--- src/rtl/ifid_stage_if.sv ---
// ifid_stage_if: fetch-side inputs, EX hazard inputs and ID-side outputs.
// stall_cnt/flush_cnt exist only with IFID_PERF_CNT_EN defined.
interface ifid_stage_if;
  logic [31:0] f_pc;
  logic [31:0] f_pc4;
  logic [31:0] f_inst;
  logic        redirect;
  logic        ext_stall;
  logic        ex_wreg;
  logic        ex_m2reg;
  logic [4:0]  ex_rn;
  logic [31:0] d_pc;
  logic [31:0] d_pc4;
  logic [31:0] d_inst;
  logic        d_valid;
  logic        stall;
  logic        bubble;
`ifdef IFID_PERF_CNT_EN
  logic [31:0] stall_cnt;
  logic [31:0] flush_cnt;
`endif

  modport master (
    output f_pc, f_pc4, f_inst,
    output redirect, ext_stall,
    output ex_wreg, ex_m2reg, ex_rn,
`ifdef IFID_PERF_CNT_EN
    input  stall_cnt, flush_cnt,
`endif
    input  d_pc, d_pc4, d_inst,
    input  d_valid, stall, bubble
  );

  modport slave (
    input  f_pc, f_pc4, f_inst,
    input  redirect, ext_stall,
    input  ex_wreg, ex_m2reg, ex_rn,
`ifdef IFID_PERF_CNT_EN
    output stall_cnt, flush_cnt,
`endif
    output d_pc, d_pc4, d_inst,
    output d_valid, stall, bubble
  );
endinterface

--- src/rtl/ifid_stage.sv ---
// ifid_stage: IF/ID pipeline register with load-use hazard detection.
// Define IFID_PERF_CNT_EN to add stall_cnt/flush_cnt counters.
module ifid_stage (
  input logic         clk,
  input logic         clrn,
  ifid_stage_if.slave bus
);
  logic [31:0] pc_q;
  logic [31:0] pc4_q;
  logic [31:0] inst_q;
  logic        valid_q;
  logic [5:0]  op;
  logic [4:0]  rs;
  logic [4:0]  rt;
  logic        use_rt;
  logic        rs_hit;
  logic        rt_hit;
  logic        load_use;
  logic        stall;

  assign op = inst_q[31:26];
  assign rs = inst_q[25:21];
  assign rt = inst_q[20:16];

  always_comb begin
    use_rt = 1'b0;
    unique case (op)
      6'b000000,
      6'b101011,
      6'b000100,
      6'b000101: use_rt = 1'b1;
      default:   use_rt = 1'b0;
    endcase
  end

  assign rs_hit = (bus.ex_rn == rs);
  assign rt_hit = use_rt & (bus.ex_rn == rt);

  // a killed slot never raises a hazard
  assign load_use = valid_q & bus.ex_wreg
                  & bus.ex_m2reg
                  & (bus.ex_rn != 5'd0)
                  & (rs_hit | rt_hit);

  assign stall      = load_use | bus.ext_stall;
  assign bus.stall  = stall;
  assign bus.bubble = load_use & ~bus.ext_stall;

  always_ff @(posedge clk or negedge clrn) begin
    if (!clrn) begin
      pc_q    <= '0;
      pc4_q   <= '0;
      inst_q  <= '0;
      valid_q <= 1'b0;
    end else if (stall) begin
      pc_q    <= pc_q;
    end else if (bus.redirect) begin
      pc_q    <= bus.f_pc;
      pc4_q   <= bus.f_pc4;
      inst_q  <= '0;
      valid_q <= 1'b0;
    end else begin
      pc_q    <= bus.f_pc;
      pc4_q   <= bus.f_pc4;
      inst_q  <= bus.f_inst;
      valid_q <= 1'b1;
    end
  end

  assign bus.d_pc    = pc_q;
  assign bus.d_pc4   = pc4_q;
  assign bus.d_inst  = inst_q;
  assign bus.d_valid = valid_q;

`ifdef IFID_PERF_CNT_EN
  logic [31:0] stall_cnt_q;
  logic [31:0] flush_cnt_q;
  logic        flush;

  assign flush = bus.redirect & ~stall;

  always_ff @(posedge clk or negedge clrn) begin
    if (!clrn) begin
      stall_cnt_q <= '0;
      flush_cnt_q <= '0;
    end else begin
      if (stall && stall_cnt_q != '1)
        stall_cnt_q <= stall_cnt_q + 32'd1;
      if (flush && flush_cnt_q != '1)
        flush_cnt_q <= flush_cnt_q + 32'd1;
    end
  end

  assign bus.stall_cnt = stall_cnt_q;
  assign bus.flush_cnt = flush_cnt_q;
`endif
endmodule

--- src/flat_wrapper.sv ---
// flat-port wrapper written by rule: the top's interface ports become plain ports
module ifid_stage_flat 
  (clk, clrn, bus_f_pc, bus_f_pc4, bus_f_inst, bus_redirect, bus_ext_stall, bus_ex_wreg, bus_ex_m2reg, bus_ex_rn, bus_d_pc, bus_d_pc4, bus_d_inst, bus_d_valid, bus_stall, bus_bubble);
  ifid_stage_if bus_i ();
  input logic clk;
  input logic clrn;
  input wire logic [$bits(bus_i.f_pc)-1:0] bus_f_pc;
  input wire logic [$bits(bus_i.f_pc4)-1:0] bus_f_pc4;
  input wire logic [$bits(bus_i.f_inst)-1:0] bus_f_inst;
  input wire logic [$bits(bus_i.redirect)-1:0] bus_redirect;
  input wire logic [$bits(bus_i.ext_stall)-1:0] bus_ext_stall;
  input wire logic [$bits(bus_i.ex_wreg)-1:0] bus_ex_wreg;
  input wire logic [$bits(bus_i.ex_m2reg)-1:0] bus_ex_m2reg;
  input wire logic [$bits(bus_i.ex_rn)-1:0] bus_ex_rn;
  output wire logic [$bits(bus_i.d_pc)-1:0] bus_d_pc;
  output wire logic [$bits(bus_i.d_pc4)-1:0] bus_d_pc4;
  output wire logic [$bits(bus_i.d_inst)-1:0] bus_d_inst;
  output wire logic [$bits(bus_i.d_valid)-1:0] bus_d_valid;
  output wire logic [$bits(bus_i.stall)-1:0] bus_stall;
  output wire logic [$bits(bus_i.bubble)-1:0] bus_bubble;
  assign bus_i.f_pc = bus_f_pc;
  assign bus_i.f_pc4 = bus_f_pc4;
  assign bus_i.f_inst = bus_f_inst;
  assign bus_i.redirect = bus_redirect;
  assign bus_i.ext_stall = bus_ext_stall;
  assign bus_i.ex_wreg = bus_ex_wreg;
  assign bus_i.ex_m2reg = bus_ex_m2reg;
  assign bus_i.ex_rn = bus_ex_rn;
  assign bus_d_pc = bus_i.d_pc;
  assign bus_d_pc4 = bus_i.d_pc4;
  assign bus_d_inst = bus_i.d_inst;
  assign bus_d_valid = bus_i.d_valid;
  assign bus_stall = bus_i.stall;
  assign bus_bubble = bus_i.bubble;
  ifid_stage u_core (.clk(clk), .clrn(clrn), .bus(bus_i));
endmodule
--- config.mk ---
export PLATFORM = sky130hd
export DESIGN_NAME = ifid_stage_flat
export DESIGN_NICKNAME = d
export VERILOG_FILES = /design/src/rtl/ifid_stage_if.sv /design/src/rtl/ifid_stage.sv /design/src/flat_wrapper.sv
export SDC_FILE = /design/constraint.sdc
export NUM_CORES = 1
export LEC_CHECK = 0
export BUFFER_PORTS_ARGS = -buffer_cell sky130_fd_sc_hd__buf_2
export CAP_MARGIN = 30
export CORE_ASPECT_RATIO = 0.6
export CORE_MARGIN = 4
export CORE_UTILIZATION = 41
export CTS_CLUSTER_SIZE = 25
export DETAILED_ROUTE_END_ITERATION = 10
export MAX_ROUTING_LAYER = met4
export PLACE_DENSITY = 0.76
export SLEW_MARGIN = 20
export SYNTH_ARGS = -nofsm -noshare
export SYNTH_HDL_FRONTEND = slang
export SYNTH_SLANG_ARGS = --single-unit
--- constraint.sdc ---
create_clock -name clk -period 2 [get_ports clk]
set_input_delay 0.4 -clock clk [delete_from_list [all_inputs] [get_ports clk]]
set_output_delay 0.4 -clock clk [all_outputs]
set_load 0.03 [all_outputs]
==> results_dict.tcl, run 1 <==
set metrics [dict create \
    status "complete, but fails checks" \
    violations "negative setup slack" \
    layout.nets 612 \
    chipHeight_um 85.7 \
    placed_area_mm2 0.00542 \
    p_comb_share_pct 25.9 \
    drt-total-wl_um 11400 \
    diodes 0 \
    clk_pin_slew_worst_paths_ns 0.07 \
    ys_warn_count 0 \
    synth_top_area_share_pct 58.8 \
    coreArea_mm2 0.00984 \
    finalWorstSetupSlack_ns -0.312 \
    fin_crit_sh_pct 116 \
    pre_cts_slack_ns -0.262 \
    p_per_area_mw_per_mm2 847 \
    clock-sinks 97 \
    grt_pass1_vias 3278 \
    syn-num-nets 375 \
    cp.depth 6 \
    pwr-share-clk_pct 32.0 \
    async_reset_ff_share_pct 100 \
    via_per_inst 4.71 \
    synth_edf_count 0 \
    routedWlPerCell_um 17.6 \
    htree_levels 3 \
    p_leak_nw 3.39 \
    skew_ns 0.00831 \
    crit_type "flop to output pin" \
    fin_crit_ns 2.31 \
    grtUsageTotal_pct 19.7 \
    drv_cap 0 \
    syn-mean-instance-area_um2 15.4 \
    r2r_cells 9 \
    route.detailed.drc 0 \
    dr.first_iter.drc_count 91 \
    crit_buf_inv 2 \
    internal_power_w 0.00385 \
    area_growth_pct 56.0 \
    synthTopCellsByCount "97 x dfrtp_1, 67 x mux2_2, 32 x nor2b_1" \
    timing.fmax_ghz 0.433 \
    yosys-top-cells-area "dfrtp_1 59%, mux2_2 18%, mux2_4 11%" \
    die_area_mm2 0.0118 \
    rsz0062_at_grt "yes" \
    synth-seq-area-share_pct 58.8 \
    ys.flop_type "dfrtp_1" \
    cp-end-kind "output pin" \
    grt_overflow 0 \
    cp_slowest_cell "dfrtp_2" \
    use_met2_pct 32.4 \
    cts_buffers 9 \
    hold_viol 0 \
    cpPeakStageDelay_ns 0.44 \
    holdBufCountCts 0 \
    p_sw_w 0.00160 \
    hold_class "primary input to asynchronous set/reset pin" \
    grt_max_degree 44 \
    clk_path_buf_depth 2 \
    worstPathRequired_ns 1.60 \
    post-synth-top-count-cell "dfrtp_1" \
    clock_latency_ns 0.34 \
    synth.ff_latch_count 97 \
    cts_root_buf "clkbuf_16" \
    drt.antenna.violating_nets 0 \
    slew_headroom_pct 59.8 \
    cp_top_family "simple AND/OR/NAND/NOR gates" \
    cts_tree "yes" \
    crit_arrival_ns 1.91 \
    design_area_mm2 0.00644 \
    finalMaxSlewViolations 0 \
    path_cells "xnor2_2 -> nand4_1 -> nor4_4 -> buf_4 -> a211o_4 -> buf_6" \
    syn_inst 268 \
    seq_power_share_pct 42.1 \
    die_w_um 138 \
    grt_pass1_wl_um 17400 \
    netlist-cell-type-count 24 \
    ir_drop_v 0.000539 \
    rows 28 \
    finalSetupViolations 98 \
    tightest_slew_ns 0.603 \
    port_buffers 205 \
    grt_util_met1_pct 25.1 \
    startpoint_type "flop" \
    grt_use_met3_pct 5.16 \
    vias 3032 \
    io_pins 206 \
    grt_busiest_layer "met2" \
    hold_slack_ns 0.0322 \
    drt_pre_antenna_iters 4 \
    start_util_pct 41.9 \
    drive_gt1_share_pct 72.7 \
    synth_area_leader_cell "dfrtp_1" \
    place_hpwl_um 7740 \
    cp_max_fo 3 \
    gp_congestion 0.782 \
    antenna_found_initial 0 \
    p_sw_share_pct 29.4 \
    synth_area_mm2 0.00413 \
]
placed cells by master (no fill, tap or decap), types with 2 or more instances in the layout:
master	count
nor2_1	3
clkbuf_8	2
mux2_4	95
nor2b_1	32
buf_16	5
buf_6	5
xnor2_2	3
buf_4	13
dfrtp_1	89
xnor2_1	2
buf_2	202
dfrtp_2	8
clkbuf_16	9
xor2_1	5
buf_12	14
area by class of cell:
class	count	area (um2)
clock buffers	11	253
multi-input cells	157	1930
clock inverters	4	51.3
fillers	729	3410
repair buffers	240	1600
flip-flops and latches	97	2440
well taps	135	169
flip-flops by register name (all words and copies together), names as in the netlist:
signal / cells
u_core.bus.d_inst: 32
u_core.bus.d_pc: 32
u_core.bus.d_pc4: 32
u_core.bus.d_valid: 1
per-layer routing:
layer  vias up  wire length, um
met5         -                0
met4         0              111
met3        12              779
met2       117             5620
met1      1506             4860
li1       1397                -
cells by family after synthesis:
group	after synthesis	share of synthesized area [%]
buffers and inverters	14	2.36
flip-flops	97	58.8
AO/OA/AOI/OAI	5	0.819
XOR/XNOR	10	2.12
AND/OR/NAND/NOR	45	6.79
multiplexers	97	29.1
through the flow:
step,setup TNS [ns],cells,util (%),power (W)
2_1_floorplan,-1.26,268,-,0.00305
3_3_place_gp,-14.10,610,55.1,0.00347
3_5_place_dp,-19.62,610,55.1,0.00351
4_1_cts,-17.32,645,64.3,0.00544
5_1_grt,-26.90,644,65.4,0.00569
6_report,-18.21,644,65.4,0.00545
final timing paths:
kind                       slack, ns                          endpoint                              start
min in group clk                0.29    u_core.bus.d_pc[4]$_DFFE_PN0N_                        bus_f_pc[4]
max in group asynchronous       1.37   u_core.bus.d_pc[28]$_DFFE_PN0N_                               clrn
min reg2reg                     0.50    u_core.bus.d_pc[8]$_DFFE_PN0N_     u_core.bus.d_pc[8]$_DFFE_PN0N_
min                             0.03  u_core.bus.d_pc4[24]$_DFFE_PN0N_                               clrn
max                            -0.31                         bus_stall  u_core.bus.d_inst[20]$_DFFE_PN0N_
max reg2reg                    -0.27  u_core.bus.d_pc4[18]$_DFFE_PN0N_  u_core.bus.d_inst[20]$_DFFE_PN0N_
power by group through the flow:
stage	Sequential (W)	Clock (W)	Combinational (W)
floorplan	0.00269	0	0.000359
global placement	0.00230	0	0.00117
detailed placement	0.00231	0	0.00120
CTS	0.00229	0.00177	0.00138
global route	0.00232	0.00189	0.00149
finish	0.00230	0.00174	0.00141
repair_timing:
| action | 4_1_cts | 5_1_grt |
|---|---|---|
| gates resized for setup | 70 | 38 |
| endpoints found under the setup margin | 95 | 98 |
| cloned | 8 | 0 |
| pin swaps | 4 | 3 |
| buffers inserted | 12 | 3 |
No activity file was read; power rests on OpenSTA's default activity.
==> inputs of run 2 (changes only) <==
CORE_ASPECT_RATIO = 0.75   (was 0.6)
==> results_dict.tcl, run 2 (synthesis results as in run 1) <==
set metrics [dict create \
    layout.nets 606 \
    finish.utilization_pct 64.8 \
    drt-total-wl_um 10600 \
    finalWorstSetupSlack_ns -0.301 \
    drv_cap 0 \
    startpoint_type "flop" \
    chipHeight_um 94.9 \
    status "complete, but fails checks" \
    die_area_mm2 0.0117 \
    coreArea_mm2 0.00974 \
    gp_congestion 0.759 \
    fin_crit_sh_pct 115 \
    cts_buffers 9 \
    grt_pass1_wl_um 15200 \
    worstPathRequired_ns 1.60 \
    drt.antenna.violating_nets 0 \
    hold_class "primary input to asynchronous set/reset pin" \
    dr.first_iter.drc_count 93 \
    grt_overflow 0 \
    skew_ns 0.00846 \
    cp-end-kind "output pin" \
    port_buffers 205 \
    antenna_found_initial 0 \
    vias 3008 \
    timing.fmax_ghz 0.435 \
    p_per_area_mw_per_mm2 876 \
    htree_levels 3 \
    clock_latency_ns 0.33 \
    cts_root_buf "clkbuf_16" \
    clk_pin_slew_worst_paths_ns 0.07 \
    finalSetupViolations 97 \
    hold_slack_ns 0.000543 \
    hold_viol 0 \
    fin_crit_ns 2.30 \
    holdBufCountCts 0 \
    place_hpwl_um 7240 \
    routedWlPerCell_um 16.6 \
    p_leak_nw 3.32 \
    mostFrequentLayoutCell "buf_2" \
    io_pins 206 \
    tightest_slew_ns 0.600 \
    cts_tree "yes" \
    cp_max_fo 3 \
    diodes 0 \
    ir_drop_v 0.000498 \
    final_cell_mix "202 x buf_2, 89 x dfrtp_1, 88 x mux2_4" \
    route.detailed.drc 0 \
    grt_max_degree 49 \
    die_w_um 124 \
    drt_pre_antenna_iters 4 \
    clk_path_buf_depth 2 \
    finalMaxSlewViolations 0 \
    fill_cells 780 \
    placed_area_mm2 0.00538 \
    r2r_cells 8 \
    design_area_mm2 0.00631 \
    clock-sinks 97 \
    rsz0062_at_grt "yes" \
    crit_arrival_ns 1.90 \
    via_per_inst 4.73 \
    grtUsageTotal_pct 17.3 \
    violations "negative setup slack" \
    start_util_pct 42.4 \
    grt_pass1_vias 3093 \
    drive_gt1_share_pct 72.0 \
    rows 31 \
    slew_headroom_pct 60.0 \
    crit_type "flop to output pin" \
    area_growth_pct 53.0 \
]
[run 2: report_power, final]
part,total (W),switching [W],internal [W]
logic,0.00137,0.000744,0.000625
registers,0.00228,0.000123,0.00216
clock network,0.00188,0.000707,0.00117
total,0.00553,0.00157,0.00395
[run 2: timing repair]
item,4_1_cts,5_1_grt
gates resized for setup,20,83
setup buffers,10,5
cloned,6,1
pin swaps,4,4
setup endpoints to repair,97,98
[run 2: through the flow]
step | instances | setup WS (ns) | power [W] | setup TNS (ns)
2_1_floorplan | 268 | -0.0481 | 0.00305 | -1.26
3_3_place_gp | 604 | -0.179 | 0.00346 | -13.66
3_5_place_dp | 604 | -0.227 | 0.00349 | -17.43
4_1_cts | 636 | -0.270 | 0.00548 | -8.76
5_1_grt | 636 | -0.401 | 0.00576 | -20.93
6_report | 636 | -0.301 | 0.00553 | -12.18
[run 2: area by class of cell]
| class | instances | area (um2) | share of cell area, % |
|---|---|---|---|
| Sequential cell | 97 | 2440 | 38.6 |
| Multi-Input combinational cell | 157 | 1880 | 29.7 |
| Timing Repair Buffer | 234 | 1500 | 23.7 |
| Clock inverter | 5 | 85.1 | 1.35 |
| Clock buffer | 11 | 253 | 4.00 |
| Tap cell | 132 | 165 | 2.62 |
[run 2: final timing paths]
check / from / end / slack, ns
hold reg to reg: u_core.bus.d_pc[30]$_DFFE_PN0N_ / u_core.bus.d_pc[30]$_DFFE_PN0N_ / 0.50
setup / recovery: u_core.bus.d_inst[18]$_DFFE_PN0N_ / bus_bubble / -0.30
min in group clk: bus_f_pc[2] / u_core.bus.d_pc[2]$_DFFE_PN0N_ / 0.30
setup reg to reg: u_core.bus.d_inst[18]$_DFFE_PN0N_ / u_core.bus.d_pc[3]$_DFFE_PN0N_ / -0.20
hold / removal: clrn / u_core.bus.d_inst[20]$_DFFE_PN0N_ / 0.0005
max in group asynchronous: clrn / u_core.bus.d_pc4[29]$_DFFE_PN0N_ / 1.38
[run 2: worst max-delay path, cell delays in order (launching register included)]
cell and delay [ns]:
dfrtp_2 0.43, xnor2_2 0.14, nand4_1 0.19, nor4_4 0.36, a31oi_1 0.10, nor3b_2 0.17
buf_4 0.18
[run 2: metal layers]
metal / GRT usage (%) / part of all wire (%)
met1: 21.6 / 43
met4: 4.79 / 1.3
met3: 4.49 / 6.7
met5: - / 0
met2: 28.0 / 49
==> inputs of run 3 (changes only) <==
CORE_UTILIZATION = 35   (was 41)
PLACE_DENSITY = 0.66   (was 0.76)
==> results_dict.tcl, run 3 (synthesis results as in run 1) <==
set metrics [dict create \
    status "complete, but fails checks" \
    violations "negative setup slack" \
    grt_max_degree 62 \
    grt_overflow 0 \
    grt_pass1_wl_um 17100 \
    clock-sinks 97 \
    crit_arrival_ns 1.90 \
    cts_buffers 9 \
    die_area_mm2 0.0136 \
    die_w_um 133 \
    clk_path_buf_depth 2 \
    hold_slack_ns 0.288 \
    cpPeakStageDelay_ns 0.44 \
    dp.cells 638 \
    area_growth_pct 56.0 \
    hold_class "primary input to flop" \
    drt.antenna.violating_nets 0 \
    crit_buf_inv 2 \
    grt_util_met1_pct 20.1 \
    routedWlPerCell_um 16.9 \
    start_util_pct 35.7 \
    fill_cells 995 \
    drv_cap 0 \
    vias 3063 \
    cp_max_fo 4 \
    dr.first_iter.drc_count 96 \
    power.total_w 0.00555 \
    fin_crit_ns 2.30 \
    grt_pass1_vias 3286 \
    finalWorstSetupSlack_ns -0.301 \
    place_hpwl_um 7420 \
    worstPathRequired_ns 1.60 \
    drive_gt1_share_pct 72.0 \
    cp_slowest_cell "dfrtp_2" \
    chipHeight_um 102 \
    slew_headroom_pct 58.4 \
    p_leak_nw 3.35 \
    ff2ff_setup_slack_ns -0.23 \
    layout.nets 614 \
    cp_top_family "flip-flops" \
    cts_root_buf "clkbuf_16" \
    crit_type "flop to output pin" \
    drt-total-wl_um 11400 \
    grt_busiest_layer "met2" \
    path_cells "and3_4 -> mux2i_4 -> nor4_4 -> buf_4 -> a211o_4 -> buf_6" \
    via_per_inst 4.55 \
    cp-end-kind "output pin" \
    port_buffers 205 \
    grtUsageTotal_pct 16.3 \
    rsz0062_at_grt "yes" \
    fin_crit_sh_pct 115 \
    cts_tree "yes" \
    finalSetupViolations 98 \
    coreArea_mm2 0.0116 \
    startpoint_type "flop" \
    clk_pin_slew_worst_paths_ns 0.07 \
    mostFrequentLayoutCell "buf_2" \
    use_met2_pct 27.4 \
    clock_latency_ns 0.34 \
    p_per_area_mw_per_mm2 862 \
    ir_drop_v 0.000489 \
    skew_ns 0.00531 \
    placed_area_mm2 0.00546 \
    grt_use_met3_pct 4.18 \
    antenna_found_initial 0 \
    design_area_mm2 0.00644 \
    timing.fmax_ghz 0.435 \
    tightest_slew_ns 0.625 \
    htree_levels 3 \
    finish.utilization_pct 55.6 \
    gp_congestion 0.779 \
    io_pins 206 \
    hold_viol 0 \
    route.detailed.drc 0 \
    drt_pre_antenna_iters 4 \
    diodes 0 \
    stdcell_count 673 \
    finalMaxSlewViolations 0 \
    final_cell_mix "202 x buf_2, 90 x mux2_4, 89 x dfrtp_1" \
    rows 34 \
]
run 3: cell count changes in the layout (fill, tap and decap cells not counted), sizes merged:
cell | previous run | this run
buf | 233 | 241
clkbuf | 12 | 9
clkinv | 1 | 0
clkinvlp | 1 | 3
dlygate4sd3 | 0 | 1
run 3: path summary, 6_finish.rpt:
kind / depth (start not counted) / startpoint / end
max in group asynchronous: 3 / clrn / u_core.bus.d_inst[20]$_DFFE_PN0N_
min in group asynchronous: 2 / clrn / u_core.bus.d_inst[16]$_DFFE_PN0N_
setup / recovery: 6 / u_core.bus.d_inst[27]$_DFFE_PN0N_ / bus_stall
hold / removal: 2 / bus_f_pc4[28] / u_core.bus.d_pc4[28]$_DFFE_PN0N_
hold reg to reg: 1 / u_core.bus.d_pc4[2]$_DFFE_PN0N_ / u_core.bus.d_pc4[2]$_DFFE_PN0N_
setup reg to reg: 9 / u_core.bus.d_inst[27]$_DFFE_PN0N_ / u_core.bus.d_pc[25]$_DFFE_PN0N_
run 3: power breakdown:
group	internal [W]	leakage, nW	switching [W]
combinational	0.000649	2.04	0.000755
sequential	0.00216	1.16	0.000122
clock	0.00109	0.144	0.000769
total	0.00390	3.35	0.00165
run 3: timing repair:
item	4_1_cts	5_1_grt
cloned	11	0
endpoints found under the hold margin	24	0
gates resized for setup	24	88
setup endpoints to repair	97	98
setup buffers	13	6
pin swaps	4	2
hold buffers	1	0
run 3: metrics by stage:
stage               TNS [ns]  setup slack, ns
floorplan              -1.26          -0.0481
detailed placement    -17.47           -0.216
global placement      -16.06           -0.191
global route          -17.33           -0.371
CTS                   -17.63           -0.309
finish                -12.69           -0.301
run 3: per-layer routing:
metal / vias up / part of all wire (%)
li1: 1400 / -
met5: - / 0
met4: 0 / 0.75
met3: 8 / 5.1
met2: 109 / 50
met1: 1546 / 44
run 3: final cells by class:
cell class,instances,area [um2],share of cell area (%)
flip-flops and latches,97,2440,37.9
clock inverters,6,91.3,1.42
multi-input cells,157,1890,29.3
clock buffers,9,225,3.50
repair buffers,242,1590,24.7
well taps,162,203,3.15
